[config.mk]
export PLATFORM = sky130hd
export DESIGN_NAME = decode_dispatch
export DESIGN_NICKNAME = d
export VERILOG_FILES = /design/src/rtl/decode_dispatch_pkg.sv /design/src/rtl/decode_dispatch_inst_decoder.sv /design/src/rtl/decode_dispatch.sv
export SDC_FILE = /design/constraint.sdc
export NUM_CORES = 1
export LEC_CHECK = 0
export CAP_MARGIN = 10
export CORE_ASPECT_RATIO = 1.5
export CORE_MARGIN = 2
export CORE_UTILIZATION = 50
export DETAILED_ROUTE_END_ITERATION = 8
export PLACE_DENSITY = 0.77
export SLEW_MARGIN = 10
export SYNTH_ARGS = -nofsm -noshare
export SYNTH_HDL_FRONTEND = slang
export SYNTH_SLANG_ARGS = --single-unit
[constraint.sdc]
create_clock -name clk -period 10.2 [get_ports clk]
set_clock_uncertainty 0.05 [all_clocks]
set_input_delay 2.55 -clock clk [delete_from_list [all_inputs] [get_ports clk]]
set_output_delay 2.55 -clock clk [all_outputs]
set_load 0.05 [all_outputs]
[src/rtl/decode_dispatch_pkg.sv]
// Shared decode types: issue-queue entry layout, MIPS opcode/funct encodings, op classes.
// Used by decode, issue and execute.
package decode_dispatch_pkg;

    localparam int IQ_ADDR  = 4;
    localparam int REG_ADDR = 5;

    typedef logic bool;

    typedef enum logic [5:0] {
        OP_SPECIAL = 6'h00,
        OP_J       = 6'h02,
        OP_JAL     = 6'h03,
        OP_BEQ     = 6'h04,
        OP_BNE     = 6'h05,
        OP_ADDI    = 6'h08,
        OP_ADDIU   = 6'h09,
        OP_SLTI    = 6'h0A,
        OP_SLTIU   = 6'h0B,
        OP_ANDI    = 6'h0C,
        OP_ORI     = 6'h0D,
        OP_XORI    = 6'h0E,
        OP_LUI     = 6'h0F,
        OP_LW      = 6'h23,
        OP_SW      = 6'h2B
    } opcode_t;

    typedef enum logic [5:0] {
        FN_SLL  = 6'h00,
        FN_SRL  = 6'h02,
        FN_SRA  = 6'h03,
        FN_JR   = 6'h08,
        FN_ADD  = 6'h20,
        FN_ADDU = 6'h21,
        FN_SUB  = 6'h22,
        FN_SUBU = 6'h23,
        FN_AND  = 6'h24,
        FN_OR   = 6'h25,
        FN_XOR  = 6'h26,
        FN_NOR  = 6'h27,
        FN_SLT  = 6'h2A,
        FN_SLTU = 6'h2B
    } funct_t;

    typedef enum logic [2:0] {
        CLS_NONE,
        CLS_ALU,
        CLS_SHIFT,
        CLS_LOAD,
        CLS_STORE,
        CLS_BRANCH,
        CLS_JUMP
    } op_class_t;

    typedef enum logic [3:0] {
        ALU_NONE,
        ALU_ADD,
        ALU_SUB,
        ALU_AND,
        ALU_OR,
        ALU_XOR,
        ALU_NOR,
        ALU_SLT,
        ALU_SLTU,
        ALU_SLL,
        ALU_SRL,
        ALU_SRA,
        ALU_LUI
    } alu_op_t;

    typedef struct packed {
        op_class_t             op_class;
        alu_op_t               alu_op;
        bool                   rs_en;
        bool                   rt_en;
        bool                   dest_en;
        bool                   reserved;
        logic [REG_ADDR-1:0]   rs;
        logic [REG_ADDR-1:0]   rt;
        logic [REG_ADDR-1:0]   dest;
        logic [4:0]            shamt;
        logic [31:0]           imm;
        logic [31:0]           pc;
    } issue_queue_element_t;

endpackage

[src/rtl/decode_dispatch_inst_decoder.sv]
// Combinational MIPS decoder: one raw word plus its PC into an issue-queue entry.
// Unknown encodings are flagged reserved and carry no register enables.
module decode_dispatch_inst_decoder
    import decode_dispatch_pkg::*;
(
    input  logic [31:0]          inst,
    input  logic [31:0]          pc,
    output issue_queue_element_t entry
);

    logic [REG_ADDR-1:0] dest;
    logic                wen;

    always_comb begin
        entry          = '0;
        entry.pc       = pc;
        entry.rs       = inst[25:21];
        entry.rt       = inst[20:16];
        entry.shamt    = inst[10:6];
        entry.imm      = {{16{inst[15]}}, inst[15:0]};
        entry.op_class = CLS_NONE;
        entry.alu_op   = ALU_NONE;
        dest           = inst[20:16];
        wen            = 1'b0;
        unique case (opcode_t'(inst[31:26]))
            OP_SPECIAL: begin
                entry.op_class = CLS_ALU;
                entry.rs_en    = 1'b1;
                entry.rt_en    = 1'b1;
                dest           = inst[15:11];
                wen            = 1'b1;
                unique case (funct_t'(inst[5:0]))
                    FN_ADD, FN_ADDU: entry.alu_op = ALU_ADD;
                    FN_SUB, FN_SUBU: entry.alu_op = ALU_SUB;
                    FN_AND:          entry.alu_op = ALU_AND;
                    FN_OR:           entry.alu_op = ALU_OR;
                    FN_XOR:          entry.alu_op = ALU_XOR;
                    FN_NOR:          entry.alu_op = ALU_NOR;
                    FN_SLT:          entry.alu_op = ALU_SLT;
                    FN_SLTU:         entry.alu_op = ALU_SLTU;
                    FN_SLL, FN_SRL, FN_SRA: begin
                        entry.op_class = CLS_SHIFT;
                        entry.rs_en    = 1'b0;
                        entry.alu_op   = (inst[5:0] == FN_SLL) ? ALU_SLL :
                                         (inst[5:0] == FN_SRL) ? ALU_SRL : ALU_SRA;
                    end
                    FN_JR: begin
                        entry.op_class = CLS_JUMP;
                        entry.rt_en    = 1'b0;
                        wen            = 1'b0;
                    end
                    default: begin
                        entry.op_class = CLS_NONE;
                        entry.reserved = 1'b1;
                        entry.rs_en    = 1'b0;
                        entry.rt_en    = 1'b0;
                        wen            = 1'b0;
                    end
                endcase
            end
            OP_ADDI, OP_ADDIU, OP_SLTI, OP_SLTIU: begin
                entry.op_class = CLS_ALU;
                entry.rs_en    = 1'b1;
                wen            = 1'b1;
                entry.alu_op   = (inst[31:26] == OP_SLTI)  ? ALU_SLT  :
                                 (inst[31:26] == OP_SLTIU) ? ALU_SLTU : ALU_ADD;
            end
            // logical immediates are zero-extended
            OP_ANDI, OP_ORI, OP_XORI: begin
                entry.op_class = CLS_ALU;
                entry.rs_en    = 1'b1;
                wen            = 1'b1;
                entry.imm      = {16'h0000, inst[15:0]};
                entry.alu_op   = (inst[31:26] == OP_ANDI) ? ALU_AND :
                                 (inst[31:26] == OP_ORI)  ? ALU_OR  : ALU_XOR;
            end
            OP_LUI: begin
                entry.op_class = CLS_ALU;
                entry.alu_op   = ALU_LUI;
                entry.imm      = {16'h0000, inst[15:0]};
                wen            = 1'b1;
            end
            OP_LW: begin
                entry.op_class = CLS_LOAD;
                entry.alu_op   = ALU_ADD;
                entry.rs_en    = 1'b1;
                wen            = 1'b1;
            end
            OP_SW: begin
                entry.op_class = CLS_STORE;
                entry.alu_op   = ALU_ADD;
                entry.rs_en    = 1'b1;
                entry.rt_en    = 1'b1;
            end
            OP_BEQ, OP_BNE: begin
                entry.op_class = CLS_BRANCH;
                entry.alu_op   = ALU_SUB;
                entry.rs_en    = 1'b1;
                entry.rt_en    = 1'b1;
            end
            OP_J, OP_JAL: begin
                entry.op_class = CLS_JUMP;
                entry.imm      = {6'b0, inst[25:0]};
                dest           = 5'd31;
                wen            = (inst[31:26] == OP_JAL);
            end
            default: begin
                entry.reserved = 1'b1;
            end
        endcase
        entry.dest    = wen ? dest : '0;
        entry.dest_en = wen & (dest != '0);
    end

endmodule

[src/rtl/decode_dispatch.sv]
// Two-wide decode stage feeding issue_queue through a small in-order FIFO.
// Dispatch count is bounded by buffered entries and the queue's free space.
module decode_dispatch
    import decode_dispatch_pkg::*;
#(
    parameter int DEPTH = 4,
    parameter int WIDTH = 2
) (
    input  logic                            clk,
    input  logic                            rst,
    input  logic                            flush,
    input  logic [WIDTH-1:0]                fetch_valid,
    input  logic [WIDTH-1:0][31:0]          fetch_inst,
    input  logic [WIDTH-1:0][31:0]          fetch_pc,
    output logic                            fetch_ready,
    input  logic [IQ_ADDR-1:0]              iq_size_left,
    output issue_queue_element_t [WIDTH-1:0] in_data,
    output logic [1:0]                      in_data_number
);

    localparam int AW = $clog2(DEPTH);
    localparam int CW = AW + 1;

    issue_queue_element_t            mem [DEPTH];
    issue_queue_element_t [WIDTH-1:0] dec;

    logic [AW-1:0] rd_ptr;
    logic [AW-1:0] wr_ptr;
    logic [CW-1:0] count;
    logic [CW-1:0] free;
    logic [1:0]    n_in;
    logic [1:0]    n_out;

    for (genvar i = 0; i < WIDTH; i++) begin : g_dec
        decode_dispatch_inst_decoder u_dec (
            .inst  (fetch_inst[i]),
            .pc    (fetch_pc[i]),
            .entry (dec[i])
        );
    end

    always_comb begin
        free        = CW'(DEPTH) - count;
        fetch_ready = rst & ~flush & (free >= CW'(2));
        n_in        = 2'd0;
        if (fetch_ready) begin
            unique case (fetch_valid)
                2'b01:   n_in = 2'd1;
                2'b11:   n_in = 2'd2;
                default: n_in = 2'd0;
            endcase
        end
    end

    always_comb begin
        n_out = 2'd2;
        if (count < CW'(2))
            n_out = count[1:0];
        if (iq_size_left < IQ_ADDR'(n_out))
            n_out = iq_size_left[1:0];
        if (!rst || flush)
            n_out = 2'd0;
        in_data_number = n_out;
        in_data        = '0;
        if (n_out != 2'd0)
            in_data[0] = mem[rd_ptr];
        if (n_out == 2'd2)
            in_data[1] = mem[rd_ptr + AW'(1)];
    end

    always_ff @(posedge clk) begin
        if (!rst || flush) begin
            rd_ptr <= '0;
            wr_ptr <= '0;
            count  <= '0;
        end else begin
            wr_ptr <= wr_ptr + AW'(n_in);
            rd_ptr <= rd_ptr + AW'(n_out);
            count  <= count + CW'(n_in) - CW'(n_out);
        end
    end

    // entries need no reset; count alone decides what is valid
    always_ff @(posedge clk) begin
        if (n_in != 2'd0)
            mem[wr_ptr] <= dec[0];
        if (n_in == 2'd2)
            mem[wr_ptr + AW'(1)] <= dec[1];
    end

endmodule
==> results.cfg <==
[yosys]
avgSynthCellArea_sq_um = 11.2
ys_warn_count = 0
synth_area_sq_mm = 0.0217
synth_nets = 2078
async_flop_share = 0
syn_inst = 1932
yosysSeqAreaShare = 0.477
synthFlopType = edfxtp_1
synth_edf_count = 340
ys_ff_latch = 347
ys_types = 74

[die]
start_util = 0.506
die_width_um = 174
fp.coreArea_sq_mm = 0.0429
num_rows = 93
die_area_sq_mm = 0.0451
ios = 330
die_h_um = 259

[final_layout]
nFillCells = 3295
drive_gt1_frac = 0.137
area_growth_syn_to_layout_pct = 20.7
final_cell_mix = nand2_1 (587), edfxtp_1 (340), clkdlybuf4s50_1 (329)
nets = 2287
final_common_cell = nand2_1

[timing]
tightest_slew_ns = 1.21
fin_setup_tns_ns = 0
slew_viol_final = 0
slew_headroom = 0.174
worst_hold_slack_ns = 0.591
hold_violations = 0
setup_viol = 0
rsz0062_at_grt = no
period_share = 0.833
fmax_mhz = 118
finalCriticalPeriod_ns = 8.50

[global_route]
first_global_vias = 16800
grt-ovfl-total = 0
grt_max_degree = 131
grt_pass1_wl_um = 95200
grt_use_total = 0.275
grt_antenna_before_repair = 9

[drt]
antenna_left = 0
drt_wl_total_um = 62800
viasPerCell = 6.11
wl_per_cell_um = 22.9
drt_iter0_drc = 1850
first_pass_iters = 5
drc = 0
vias = 16800

[clock_tree]
insertion_delay_ns = 0.53
cts_max_path_buffers = 3
post_cts_buffers = 0
path_clk_slew_ns = 0.06
cts_htree_levels = 2
clkSinkCount = 347
cts-root-buf = clkbuf_16
ctsHoldBuffers = 0
cts_tree = yes
cts_buffers = 35
cts_resized = 0

[pwr]
p_leak_nw = 9.15
p_sw_frac = 0.253
combinationalPowerShare = 0.137
seq_power_share = 0.495
switchingPower_mw = 0.823
p_clk_frac = 0.369
pwr_density_cell_mw_per_mm2 = 124
ir_drop_mv = 0.134
p_int_mw = 2.43

[setup_path]
cp-start-kind = primary input
critPathSlowestCell = clkdlybuf4s50_1
cpMostUsedCell = clkdlybuf4s50_1
required_ns = 7.60
cp_slowest_stage_delay_ns = 0.88
cp_data_arrival_time_ns = 5.90
path_cells = clkdlybuf4s50_1 -> ha_1 -> or3_1 -> a21o_1 -> nor3b_1 -> o21ai_4 -> buf_12 -> nor2b_1 -> clkdlybuf4s50_1
crit_type = primary input to output pin
crit_path_end_kind = output pin
worstPathMaxFanout = 85
worst_r2r_path_depth = 8

[place]
gp_congestion = 0.888
detailed_place_hpwl_um = 40100
io_buffers = 329

[hold_path]
hold_path_class = register to register
hold_depth = 2

[run_status]
status = completed

[run]
cap_violations = 0
## final cells by class
class                           instances  area, sq um  share of cell area
Inverter                               17         63.8             0.00244
Tap cell                              570          713              0.0272
Antenna cell                            9         22.5            0.000859
Sequential cell                       347        10400               0.395
Clock buffer                           41          920              0.0351
Multi-Input combinational cell       1392        10500               0.401
Clock inverter                         23          116             0.00444
Timing Repair Buffer                  348         3500               0.133
## Yosys cell counts, types with 3 or more instances
| cell | number | area, sq um |
|---|---|---|
| mux2_2 | 37 | 417 |
| and3_1 | 4 | 25.0 |
| mux2i_1 | 62 | 621 |
| or4_1 | 3 | 22.5 |
| a311oi_1 | 4 | 35.0 |
| o21a_1 | 7 | 52.6 |
| xnor2_1 | 6 | 52.6 |
| o31a_1 | 3 | 26.3 |
| nand3_1 | 37 | 185 |
| o2bb2ai_1 | 7 | 61.3 |
| a22oi_1 | 4 | 30.0 |
| o211ai_1 | 4 | 30.0 |
| nor3b_1 | 5 | 37.5 |
| ha_1 | 7 | 87.6 |
| buf_4 | 31 | 233 |
| a21oi_1 | 66 | 330 |
| buf_2 | 51 | 255 |
| dfxtp_1 | 7 | 140 |
| edfxtp_1 | 340 | 10200 |
| o21ai_1 | 4 | 20.0 |
| nor4_1 | 4 | 25.0 |
| buf_1 | 12 | 45.0 |
| inv_1 | 15 | 56.3 |
| and2_1 | 8 | 50.1 |
| buf_6 | 6 | 67.6 |
| clkbuf_1 | 75 | 282 |
| nand2b_1 | 9 | 56.3 |
| nor3_1 | 16 | 80.1 |
| nand2_1 | 588 | 2210 |
| a2111oi_0 | 5 | 43.8 |
| or2_2 | 6 | 37.5 |
| nor2b_1 | 184 | 1150 |
| o21ai_0 | 59 | 295 |
| mux4_2 | 170 | 3830 |
| nor2_1 | 36 | 135 |
## metal layers
layer,track usage,routed length (um),up-vias
met5,0,12,-
met4,0.130,2620,2
met3,0.0369,5020,171
met2,0.491,32600,956
met1,0.329,22500,8247
li1,-,-,7420
## state kept, by name, summed over array words and instances (netlist names)
| signal | count |
|---|---|
| count | 3 |
| mem | 340 |
| wr_ptr | 2 |
| rd_ptr | 2 |
## power groups by stage
stage / Sequential (mW) / Combinational, mW / Clock [mW]
detailed placement: 1.64 / 0.440 / 0
floorplan: 1.63 / 0.275 / 0
global placement: 1.63 / 0.428 / 0
CTS: 1.61 / 0.442 / 1.21
finish: 1.61 / 0.444 / 1.20
global route: 1.61 / 0.474 / 1.26
## critical path, delay by kind of cell
kind | cells | cell delay [ns]
buffers and inverters | 3 | 1.64
and+or+nand+nor | 3 | 1.06
AOI/OAI and AO/OA | 2 | 0.30
adders and majority gates | 1 | 0.26
## per-stage QoR
stage | cells | total power [mW] | util | area [sq um] | worst slack [ns]
floorplan | 1932 | 1.91 | - | 21700 | 1.65
global placement | 2674 | 2.06 | 0.586 | 25100 | 1.82
detailed placement | 2674 | 2.08 | 0.586 | 25100 | 1.74
CTS | 2738 | 3.26 | 0.610 | 26200 | 1.74
global route | 2745 | 3.34 | 0.610 | 26200 | 1.57
finish | 2747 | 3.25 | 0.610 | 26200 | 1.70
## worst paths after layout
check                  start            to  slack [ns]
max reg2reg         count[1]    mem[0][33]        6.54
max          iq_size_left[1]  in_data[158]        1.70
min                 count[2]      count[2]        0.59
min reg2reg         count[2]      count[2]        0.59
## cell families (layout without fill, tap and decap cells)
group | Yosys count | in the layout | synth area share
other | 0 | 9 | 0
AOI/OAI and AO/OA | 187 | 187 | 0.0530
adders and majority gates | 9 | 9 | 0.00588
buffers and inverters | 193 | 429 | 0.0438
xor gates and xnor gates | 8 | 8 | 0.00323
muxes | 269 | 269 | 0.224
and+or+nand+nor | 919 | 919 | 0.193
DFF | 347 | 347 | 0.477
No activity file was read; power rests on OpenSTA's default activity.
